[src/rtl/fp_result_collector.sv]
// Write-back end of the adder: packs each unpacked result into an IEEE-754 single,
// queues it in a FIFO, and keeps sticky exception flags, an overrun flag and a result count.
module fp_result_collector #(
  parameter int unsigned DEPTH     = 8,
  parameter bit          CANON_NAN = 1'b1,
  parameter int unsigned CNT_W     = 16
) (
  input  logic             clk,
  input  logic             rst,
  input  logic             in_valid,
  input  logic             Sz,
  input  logic [7:0]       Ez,
  input  logic [22:0]      Mz_final,
  input  logic [4:0]       in_flags,
  output logic             in_ready,
  output logic             out_valid,
  input  logic             out_ready,
  output logic [31:0]      out_data,
  output logic [4:0]       out_flags,
  input  logic             flags_clr,
  output logic [4:0]       fflags,
  output logic             overrun,
  output logic [CNT_W-1:0] result_cnt
);

  localparam int unsigned AW = $clog2(DEPTH);

  // Handshake: a head entry transfers on a cycle where out_valid & out_ready are both high;
  // out_data/out_flags stay stable while out_valid is high and out_ready is low. in_ready is
  // advisory: the producer never stalls, so a result arriving while full is dropped.

  logic [31:0]      data_mem_q [DEPTH];
  logic [4:0]       flag_mem_q [DEPTH];
  logic [AW:0]      wr_q, wr_d;
  logic [AW:0]      rd_q, rd_d;
  logic [4:0]       fflags_q, fflags_d;
  logic             overrun_q, overrun_d;
  logic [CNT_W-1:0] cnt_q, cnt_d;

  logic        full, empty, push, pop, drop;
  logic [31:0] word;

  assign full  = (wr_q ^ rd_q) == {1'b1, {AW{1'b0}}};
  assign empty = (wr_q == rd_q);
  assign pop   = !empty && out_ready;
  assign push  = in_valid && (!full || pop);
  assign drop  = in_valid && full && !pop;

  always_comb begin
    word = {Sz, Ez, Mz_final};
    if (CANON_NAN && (Ez == 8'hFF) && (Mz_final != 23'd0)) begin
      word = 32'h7FC0_0000;
    end
  end

  always_comb begin
    wr_d      = wr_q;
    rd_d      = rd_q;
    cnt_d     = cnt_q;
    fflags_d  = (flags_clr ? 5'd0 : fflags_q) | (push ? in_flags : 5'd0);
    overrun_d = (flags_clr ? 1'b0 : overrun_q) | drop;
    if (push) begin
      wr_d  = wr_q + {{AW{1'b0}}, 1'b1};
      cnt_d = cnt_q + {{(CNT_W-1){1'b0}}, 1'b1};
    end
    if (pop) begin
      rd_d = rd_q + {{AW{1'b0}}, 1'b1};
    end
  end

  always_ff @(posedge clk) begin
    if (rst) begin
      wr_q      <= '0;
      rd_q      <= '0;
      fflags_q  <= '0;
      overrun_q <= 1'b0;
      cnt_q     <= '0;
    end else begin
      wr_q      <= wr_d;
      rd_q      <= rd_d;
      fflags_q  <= fflags_d;
      overrun_q <= overrun_d;
      cnt_q     <= cnt_d;
    end
  end

  // Storage needs no reset: the pointers alone decide which entries are live.
  always_ff @(posedge clk) begin
    if (push && !rst) begin
      data_mem_q[wr_q[AW-1:0]] <= word;
      flag_mem_q[wr_q[AW-1:0]] <= in_flags;
    end
  end

  assign in_ready   = !full;
  assign out_valid  = !empty;
  assign out_data   = empty ? 32'd0 : data_mem_q[rd_q[AW-1:0]];
  assign out_flags  = empty ? 5'd0  : flag_mem_q[rd_q[AW-1:0]];
  assign fflags     = fflags_q;
  assign overrun    = overrun_q;
  assign result_cnt = cnt_q;

endmodule
[config.mk]
export PLATFORM = sky130hd
export DESIGN_NAME = fp_result_collector
export DESIGN_NICKNAME = d
export VERILOG_FILES = /design/src/rtl/fp_result_collector.sv
export SDC_FILE = /design/constraint.sdc
export NUM_CORES = 1
export LEC_CHECK = 0
export ABC_AREA = 1
export CAP_MARGIN = 20
export CORE_MARGIN = 8
export CORE_UTILIZATION = 35
export DETAILED_ROUTE_END_ITERATION = 7
export MAX_ROUTING_LAYER = met4
export PLACE_DENSITY = 0.61
export SYNTH_ARGS = -nofsm -noshare
export SYNTH_HDL_FRONTEND = slang
export SYNTH_SLANG_ARGS = --single-unit
[constraint.sdc]
create_clock -name clk -period 4.95 [get_ports clk]
set_input_delay 0.7425 -clock clk [delete_from_list [all_inputs] [get_ports clk]]
set_output_delay 0.7425 -clock clk [all_outputs]
set_load 0.005 [all_outputs]
# Word level (Yosys, flattened, before mapping)
# Memory sizes are Yosys's and may differ from the RTL's. A register that Yosys moved wholly into a read port is not among the register bits.
# Index checks and enable logic that the tools add are counted.
[totals]
reg_bits = 30
ramBits = 296
input_bits = 42
out_inout_bits = 61
elab_cells = 40
mem_count = 2
[mem_list]
columns = ["name", "words", "word_bits", "read_ports", "rd_clocked_by_memory_dff", "write_ports", "line_no", "source"]
rows = [
  ["data_mem_q", 8, 32, 1, 1, 1, "32", "logic [31:0] data_mem_q [DEPTH];"],
  ["flag_mem_q", 8, 5, 1, 1, 1, "33", "logic [4:0] flag_mem_q [DEPTH];"],
]
[classes]
n_addsub = 3
eq_ne = 3
mux = 12
n_bitwise = 3
n_reduce_logical = 12
[op_table]
columns = ["cell", "count"]
rows = [
  ["two-way mux 32 bit", 2],
  ["nonzero test 23 bit", 1],
  ["adder 16 x 1 -> 16 bit (second input constant)", 1],
  ["two-way mux 5 bit", 3],
  ["two-way mux 3 bit", 4],
  ["adder 4 x 1 -> 4 bit (second input constant)", 2],
  ["equality test 8 bit (second input constant)", 1],
  ["logical AND 1 bit", 6],
  ["OR 5 bit", 1],
  ["equality test 4 bit", 1],
  ["equality test 4 bit (second input constant)", 1],
  ["logical NOT 1 bit", 4],
  ["bitwise XOR 4 bit", 1],
  ["two-way mux 1 bit", 3],
  ["logical OR 1 bit", 1],
  ["OR 1 bit", 1],
]

# Logic depth before layout (Yosys ltp)
[logic_depth]
ltp_word = 8
depth_mapped = 10
ltp_nobuf = 9

# Worst setup path after synthesis
# No wires, ideal clock.
[synth_path]
path_kind = "input -> register"
startpoint = "input port rst"
endpoint = "memory data_mem_q[3][0] (enable)"
setup_time_ns = 0.477
t_arrival_ns = 3.918
required_ns = 4.473
setup_slack_ns = 0.555
stages = 4
n_path_buf = 1
path_cell_list = "clkbuf_1 > nor2_1 > nand2_1 > nor3_1"
[synth_between]
elab_chain_cells = 4
[synth_rtl]
columns = ["element", "line_no", "source"]
rows = [
  ["from (decl)", "9", "input logic rst,"],
  ["logical NOT 1 bit", "89", "if (push && !rst) begin"],
  ["logical AND 1 bit", "89", ""],
  ["two-way mux 1 bit", "89", ""],
  ["two-way mux 1 bit (not written as such)", "90", "data_mem_q[wr_q[AW-1:0]] <= word;"],
  ["to (decl)", "32", ""],
]
# Every way passes these cells.

==> results.py <==
metrics = {
    "run_status": {
        "outcome": "finished, final reports clean",
    },
    "setup_path": {
        "critical_path.max_stage_delay_ns": 0.91,
        "path_max_fanout": 84,
        "cpMaxStageDelayCell": "sky130_fd_sc_hd__dfxtp_4",
        "critPathKind": "reg -> out",
        "regToRegSetupSlack_ns": 2.23,
        "critical_path.most_common_cell": "sky130_fd_sc_hd__o21ai_0",
        "cp_data_arrival_time_ns": 3.09,
        "end_kind": "output port",
        "worstSetupStartpointType": "flip-flop",
        "crit_buf_inv": 2,
        "cp_data_required_time_ns": 4.21,
        "critical_path.cell_chain": "buf_4 > o21ai_0 > o21ai_0 > o21ai_0 > nor2_1 > clkdlybuf4s50_1",
        "timing.critical_path.max_delay_family": "buffers and inverters",
        "worst_r2r_startpoint": "wr_q[2]$_SDFFE_PP0P_",
    },
    "hold_path": {
        "timing.hold.worst.start": "fflags[2]$_SDFF_PP0_",
        "worst_hold_path_type": "reg -> reg",
    },
    "routing": {
        "antenna_violating_nets_post_route": 0,
        "drtIter0Drc": 807,
        "dr.pass1.iters": 7,
        "via_per_inst": 4.976,
        "dr_total_vias": 8947,
        "post_drt_wl_per_cell_um": 17.95,
        "drt_wl_total_um": 32280,
        "number_of_remaining_drc_errors": 0,
    },
    "logic_synthesis": {
        "yosys-mux-area-fraction_pct": 2.735,
        "synth_top_cell_by_area": "sky130_fd_sc_hd__edfxtp_1",
        "synth_compound_area_share_pct": 9.497,
        "synth.cell_area_mm2": 0.01354,
        "synth_top_flop_cell": "sky130_fd_sc_hd__edfxtp_1",
        "synth_async_sr_flop_share_pct": 0,
        "most_repeated_cell_in_the_gate_level_netlist_after_synthesis": "sky130_fd_sc_hd__nor2_1",
        "synth_area_per_cell_um2": 11.59,
        "largest_family_of_logic_cells_by_synthesized_area": "simple AND/OR/NAND/NOR gates",
        "synth_adder_area_share_pct": 0.2772,
        "synth.yosys.seq_area_share_pct": 70.51,
        "yosysWarnings": 0,
        "yosysUniqueCellTypes": 31,
        "synth-simple-area-share_pct": 12.33,
        "post-synth-top-area-fraction_pct": 65.63,
        "ys_top_cells_by_area": "sky130_fd_sc_hd__edfxtp_1, sky130_fd_sc_hd__nor2_1, sky130_fd_sc_hd__o21ai_0, sky130_fd_sc_hd__dfxtp_1, sky130_fd_sc_hd__mux2i_1",
        "syn_nets": 1214,
        "synth_enable_flop_cells": 296,
        "ys_ff_latch": 329,
        "netlist_instances": 1169,
        "netlist_top_cells_count": "sky130_fd_sc_hd__nor2_1, sky130_fd_sc_hd__edfxtp_1, sky130_fd_sc_hd__o21ai_0",
        "synthXorXnorAreaFrac_pct": 0.5174,
    },
    "clocking": {
        "numCtsBuffers": 36,
        "ctsLongestPathBuffers": 3,
        "cts_sinks": 329,
        "cts_tree": "done",
        "number_of_setup_buffers_added_after_cts": 0,
        "clock_tree.htree_level_count": 2,
        "holdBufCountCts": 0,
        "postCtsResizedCells": 0,
        "clk-insertion-delay-late_ns": 0.53,
        "cts.reportedPaths.clkPinSlew_ns": 0.06,
        "clk_root_buffer_cell": "sky130_fd_sc_hd__clkbuf_16",
    },
    "floorplanning": {
        "dieArea_mm2": 0.04525,
        "floorplan.initialDensity_pct": 35.21,
        "row_count": 72,
        "dieWidth_um": 212.7,
        "core_area_mm2": 0.03847,
        "ports_placed_on_the_boundary": 103,
        "die_h_um": 212.7,
    },
    "cells_and_area": {
        "antenna_cells_inserted": 0,
        "layout-drive-gt1-share_pct": 7.031,
        "area_growth_syn_to_layout_pct": 20.02,
        "final_net_count": 1301,
    },
    "timing": {
        "grt_setup_unrepaired": "false",
        "hold_viol_final": 0,
        "max_clock_freq_ghz": 0.2607,
        "max-slew-margin-rel_pct": 39.04,
        "layout_setup_ws_ns": 1.113,
        "least_margin_pin_slew_ns": 0.9133,
        "final.min_clock_period_ns": 3.837,
        "setup_viol": 0,
        "drv_slew": 0,
        "final.setup_skew_ns": 0.02122,
        "finalSetupTns_ns": 0,
        "finalCritPeriodShare_pct": 77.51,
    },
    "global_route": {
        "grt_pass1_vias": 8747,
        "first_pass_grt_wire_length_um": 50310,
        "gr-total-overflow": 0,
        "initial_antenna_violation_count": 0,
        "groute.usage.overall_pct": 14.56,
        "grt_max_degree": 149,
    },
    "place": {
        "buffer_ports.inserted": 102,
        "place.detailed.hpwl_um": 18760,
        "dpl_worst_slack_ns": 1.279,
        "globalplace.congestion": 0.8341,
    },
    "pwr": {
        "p_leak_nw": 5.423,
        "irDropWorstVdd_mv": 0.2176,
        "power-per-cell-area_mw_per_mm2": 389.8,
    },
    "run": {
        "cap_violations": 0,
    },
}
-- metrics by stage --
stage,area (µm²),hold slack (ns),cells,power [mW],util [%]
floorplan,13540,0.4581,1169,3.542,-
global placement,15150,0.4976,1736,3.863,39.39
detailed placement,15150,0.5002,1736,3.872,39.39
CTS,16250,0.5126,1798,6.403,42.26
global route,16250,0.5241,1798,6.576,42.26
finish,16250,0.5004,1798,6.336,42.26
-- cells by family (layout without fill, tap and decap cells) --
logic type                 after synthesis  after routing
and+or+nand+nor                        415            415
DFF                                    329            329
AOI/OAI and AO/OA                      246            246
buffers and inverters                  131            242
muxes                                   37             37
xor gates and xnor gates                 8              8
adders and majority gates                3              3
-- layer usage --
metal	share of wire [%]	vias to the layer above	global-route usage, %
met2	47	212	22.69
li1	-	4293	-
met4	2.1	0	4.260
met5	0	-	-
met1	47	4389	19.57
met3	4.5	53	2.304
-- sequential cells by signal, indices dropped and copies added, names as in the netlist, named ones only --
signal and flops:
data_mem_q 256, fflags 5, flag_mem_q 40, overrun 1
rd_q 4, result_cnt 16, wr_q 4
-- power breakdown --
group	switching, mW	internal (mW)	leakage (nW)
clock	1.07	1.46	0.535
combinational	0.414	0.285	1.94
sequential	0.0339	3.07	2.95
-- layout make-up --
type                    count  area (µm²)
clock buffers              44       930.9
clock inverters            18       172.7
fillers                  3593       22210
inverters                  57       214.0
multi-input cells         709        3490
flip-flops and latches    329        9558
well taps                 518       648.1
repair buffers            123        1241
-- worst paths after layout --
kind | endpoint | cells after the start
setup / recovery | out_flags[4] | 6
hold / removal | fflags[2]$_SDFF_PP0_ | 2
setup reg to reg | data_mem_q[6][30]$_DFFE_PP_ | 5
hold reg to reg | fflags[2]$_SDFF_PP0_ | 2
-- worst reg2reg max path, stage by stage (launching register included) --
cell,delay [ns]
sky130_fd_sc_hd__dfxtp_1,0.51
sky130_fd_sc_hd__xnor2_1,0.17
sky130_fd_sc_hd__nand4_2,0.38
sky130_fd_sc_hd__nand4_1,0.44
sky130_fd_sc_hd__nor2_4,0.66
sky130_fd_sc_hd__buf_12,0.27
-- placed cells by master (no fill, tap or decap), types with 8 or more instances in the layout --
| cell type | netlist | routed |
|---|---|---|
| sky130_fd_sc_hd__dfxtp_1 | 33 | 30 |
| sky130_fd_sc_hd__o21ai_0 | 178 | 178 |
| sky130_fd_sc_hd__inv_1 | 55 | 55 |
| sky130_fd_sc_hd__edfxtp_1 | 296 | 296 |
| sky130_fd_sc_hd__clkdlybuf4s50_1 | 0 | 102 |
| sky130_fd_sc_hd__mux2i_1 | 37 | 37 |
| sky130_fd_sc_hd__o21ai_1 | 12 | 12 |
| sky130_fd_sc_hd__nand3_1 | 30 | 30 |
| sky130_fd_sc_hd__buf_4 | 1 | 16 |
| sky130_fd_sc_hd__o22ai_1 | 38 | 38 |
| sky130_fd_sc_hd__clkbuf_1 | 48 | 8 |
| sky130_fd_sc_hd__nor2_1 | 298 | 292 |
| sky130_fd_sc_hd__nand2_1 | 62 | 62 |
| sky130_fd_sc_hd__a21oi_1 | 16 | 16 |
| sky130_fd_sc_hd__nand4_1 | 8 | 8 |
| sky130_fd_sc_hd__clkbuf_16 | 0 | 36 |
(Power assumes the default switching activity.)
